===== src/rtl/regfile_param.sv =====
// Parametrised MIPS register file: 1 write / 2 read ports, zero register, sequenced bulk clear.
// Optional write-through forwarding on both read ports when REGFILE_BYPASS_EN is defined.
module regfile_param #(
    parameter int DATA_WIDTH  = 16,
    parameter int ADDR_WIDTH  = 3,
    parameter int RESET_INDEX = 1
) (
    input  logic                  clk,
    input  logic                  reset_n,
    input  logic                  RegWrite,
    input  logic [ADDR_WIDTH-1:0] write_register,
    input  logic [DATA_WIDTH-1:0] write_data,
    input  logic [ADDR_WIDTH-1:0] read_register_1,
    output logic [DATA_WIDTH-1:0] read_data_1,
    input  logic [ADDR_WIDTH-1:0] read_register_2,
    output logic [DATA_WIDTH-1:0] read_data_2,
    input  logic                  clear_req,
    output logic                  busy,
    output logic                  clear_done,
    output logic                  wr_err
);

    localparam int DEPTH = 2 ** ADDR_WIDTH;

    typedef enum logic {IDLE = 1'b0, CLEAR = 1'b1} state_t;

    state_t                state, state_next;
    logic [ADDR_WIDTH-1:0] counter;
    logic [DATA_WIDTH-1:0] regs [DEPTH];
    logic                  last_clear;
    logic                  accept_clear;
    logic                  write_ok;
    logic                  write_bad;

    assign last_clear   = (counter == ADDR_WIDTH'(DEPTH - 1));
    assign accept_clear = (state == IDLE) && clear_req;
    // A clear request in IDLE wins over a same-cycle write, so the write is rejected.
    assign write_ok     = RegWrite && (state == IDLE) && !clear_req && (write_register != '0);
    assign write_bad    = RegWrite && ((write_register == '0) || (state == CLEAR) || clear_req);

    always_ff @(posedge clk or negedge reset_n) begin
        if (!reset_n) begin
            state <= IDLE;
        end else begin
            state <= state_next;
        end
    end

    always_comb begin
        state_next = state;
        case (state)
            IDLE:    if (clear_req)  state_next = CLEAR;
            CLEAR:   if (last_clear) state_next = IDLE;
            default: state_next = IDLE;
        endcase
    end

    always_comb begin
        busy       = 1'b0;
        clear_done = 1'b0;
        if (state == CLEAR) begin
            busy       = 1'b1;
            clear_done = last_clear;
        end
    end

    always_ff @(posedge clk or negedge reset_n) begin
        if (!reset_n) begin
            counter <= ADDR_WIDTH'(1);
            wr_err  <= 1'b0;
            for (int i = 0; i < DEPTH; i++) begin
                regs[i] <= (RESET_INDEX != 0) ? DATA_WIDTH'(i) : '0;
            end
        end else begin
            wr_err <= write_bad;
            if (accept_clear) begin
                counter <= ADDR_WIDTH'(1);
            end else if (state == CLEAR) begin
                regs[counter] <= '0;
                // Hold at the last index so the counter never wraps back to 0.
                if (!last_clear) begin
                    counter <= counter + ADDR_WIDTH'(1);
                end
            end
            if (write_ok) begin
                regs[write_register] <= write_data;
            end
        end
    end

    always_comb begin
        read_data_1 = (read_register_1 == '0) ? '0 : regs[read_register_1];
        read_data_2 = (read_register_2 == '0) ? '0 : regs[read_register_2];
`ifdef REGFILE_BYPASS_EN
        if (RegWrite && (write_register != '0) && !busy) begin
            if (read_register_1 == write_register) read_data_1 = write_data;
            if (read_register_2 == write_register) read_data_2 = write_data;
        end
`else
`endif
    end

endmodule


===== config.mk =====
export PLATFORM = sky130hd
export DESIGN_NAME = regfile_param
export DESIGN_NICKNAME = d
export VERILOG_FILES = /design/src/rtl/regfile_param.sv
export SDC_FILE = /design/constraint.sdc
export NUM_CORES = 1
export LEC_CHECK = 0
export ABC_AREA = 1
export BUFFER_PORTS_ARGS = -buffer_cell sky130_fd_sc_hd__buf_2
export CORE_ASPECT_RATIO = 1.75
export CORE_UTILIZATION = 40
export CTS_CLUSTER_DIAMETER = 30
export DETAILED_ROUTE_END_ITERATION = 12
export GPL_ROUTABILITY_DRIVEN = 0
export SYNTH_ARGS = -nofsm -noshare
export SYNTH_HDL_FRONTEND = slang
export SYNTH_SLANG_ARGS = --single-unit

===== constraint.sdc =====
create_clock -name clk -period 2.9 [get_ports clk]
set_input_delay 0.145 -clock clk [delete_from_list [all_inputs] [get_ports clk]]
set_output_delay 0.145 -clock clk [all_outputs]
set_load 0.05 [all_outputs]

==> flow_metrics.py <==
metrics = {
    "timing": {
        "fin_skew_ns": 0.00684,
        "rsz0062_at_grt": "false",
        "fin_ws_ns": 0.852,
        "setup_viol": 0,
        "hold_violations": 0,
        "fmax_mhz": 488,
        "setup-tns-final_ns": 0,
        "fin_crit_sh_pct": 70.6,
        "timing.slew.headroom_pct": 36.8,
        "holdWs_ns": 0.0353,
        "finalCriticalPeriod_ns": 2.05,
        "worst_pin_slew_ns": 0.946,
        "drv_slew": 0,
    },
    "clock_network": {
        "clock_sinks": 133,
        "cts_root_buf": "clkbuf_16",
        "numCtsBuffers": 17,
        "worstSkewPairLatency_ns": 0.43,
        "path_clk_slew_ns": 0.06,
        "htree_levels": 4,
        "ctsResizeCount": 0,
        "cts_tree": "done",
        "clockBufferDepth": 2,
    },
    "detailed_routing": {
        "drtIter0Drc": 658,
        "dr.pass1.iters": 5,
        "wl_um": 28900,
        "num_vias": 8571,
        "vias_per_cell": 5.16,
        "drtAntennaViolNets": 0,
        "wl_per_cell_um": 17.4,
        "drc": 0,
    },
    "worst_setup_path": {
        "rrSetupSlack_ns": 0.89,
        "crit_fanout": 20,
        "critical_path_class": "primary input to output port",
        "critPathCaptureType": "output port",
        "crit_required_ns": 2.76,
        "crit_arrival_ns": 1.90,
        "worst_setup_path_start_kind": "primary input",
    },
    "placed_design": {
        "dp_slack_ns": 0.902,
        "dp_hpwl_um": 17300,
        "portBuffers": 63,
    },
    "grt": {
        "grt_use_total_pct": 28.2,
        "antenna_found_initial": 0,
        "grt_pass1_wl_um": 45700,
        "grt_pass1_vias": 8316,
        "grt_max_degree": 67,
        "grt-ovfl-total": 0,
    },
    "finish": {
        "drive_gt1_share_pct": 9.99,
        "diodes": 0,
        "final_cell_mix": "510 x nand2_1, 206 x nor2_1, 167 x nand3_1",
        "postLayoutCoreUtil_pct": 47.7,
        "syn_to_final_growth_pct": 16.9,
        "fin_nets": 1430,
        "layout_commonest_cell": "nand2_1",
    },
    "power": {
        "leakage_nw": 5.41,
        "power_density_nw_per_um2": 694,
        "ir_worst_vdd_mv": 0.546,
    },
    "die": {
        "dieHeight_um": 193,
        "initial_core_util_pct": 40.8,
        "dieArea_sq_um": 21400,
        "ios": 64,
        "num_rows": 69,
        "core_sq_um": 20400,
        "die_x_um": 111,
    },
    "synthesis": {
        "ys_types": 21,
        "avgSynthCellArea_sq_um": 6.18,
        "syn_nets": 1378,
        "synth_warnings": 0,
        "syn_area_sq_um": 8320,
        "seq_area_frac_synth_pct": 40.2,
        "syn_inst": 1347,
        "synth-seq-cells": 133,
    },
    "min_path": {
        "hp-class": "primary input to register",
    },
    "run_status": {
        "status": "finished, final reports clean",
    },
    "job": {
        "cap_viol_max_count": 0,
    },
}
==> Yosys cell counts (all sizes together) <==
cell | count | area share (%)
a21oi | 1 | 0.060
a22oi | 1 | 0.090
a31oi | 1 | 0.075
buf | 42 | 2.5
clkbuf | 36 | 1.6
dfrtp | 120 | 36
dfstp | 13 | 4.1
ha | 2 | 0.30
inv | 158 | 7.1
nand2 | 510 | 23
nand3 | 167 | 10
nand4 | 2 | 0.15
nor2 | 208 | 9.6
nor3 | 3 | 0.32
o21ai | 83 | 5.0
==> layer usage <==
layer / GRT usage (%) / share of wire (%)
met5: 0 / 0
met4: 15.9 / 4.6
met3: 5.24 / 5.3
met2: 50.5 / 50
met1: 31.5 / 40
==> area by class of cell <==
cell class	count	area, sq um
flip-flops and latches	133	3340
well taps	248	310
repair buffers	111	764
inverters	158	593
fillers	2121	10600
multi-input cells	978	4040
clock buffers	24	502
clock inverters	8	168
==> state kept, by name (all words and copies together), names as in the netlist <==
register / count
counter: 3
regs: 128
wr_err: 1
state: 1
==> worst paths after layout <==
kind	start	endpoint	depth (start not counted)
setup reg to reg	state$_DFF_PN0_	regs[74]$_DFF_PN0_	5
hold reg to reg	regs[126]$_DFF_PN0_	regs[126]$_DFF_PN0_	2
max in group asynchronous	reset_n	regs[103]$_DFF_PN0_	3
min in group asynchronous	reset_n	state$_DFF_PN0_	2
hold / removal	clear_req	wr_err$_DFF_PN0_	3
setup / recovery	read_register_2[1]	read_data_2[14]	8
==> metrics by stage <==
stage	total power [mW]	cell area, sq um	cells
finish	6.75	9730	1660
global route	7.10	9730	1660
CTS	6.77	9730	1660
detailed placement	4.29	8880	1610
global placement	4.27	8880	1610
floorplan	3.62	8320	1347
==> worst max-delay path: stages <==
cell and delay [ns]:
buf_2 0.11, inv_1 0.46, buf_4 0.40, nand3_1 0.11
nand3_1 0.08, nand2_1 0.05, nor2_1 0.21, buf_2 0.32
==> power by group <==
| part | switching (mW) | total [mW] | internal (mW) |
|---|---|---|---|
| sequential | 0.0894 | 2.21 | 2.13 |
| combinational | 1.52 | 2.08 | 0.556 |
| clock | 0.820 | 2.46 | 1.64 |
| total | 2.43 | 6.75 | 4.32 |
==> logic make-up after synthesis <==
| family | Yosys count | share of synthesized area, % |
|---|---|---|
| AO/OA/AOI/OAI | 86 | 5.22 |
| adder cells (fa/ha/maj) | 2 | 0.301 |
| buffers and inverters | 236 | 11.2 |
| flip-flops | 133 | 40.2 |
| AND/OR/NAND/NOR | 890 | 43.1 |
==> repair_timing <==
| action | in CTS | in global routing |
|---|---|---|
| endpoints found under the hold margin | 96 | 0 |
| hold buffers | 18 | 0 |
| buffers inserted | 0 | 0 |
(Power assumes the default switching activity.)
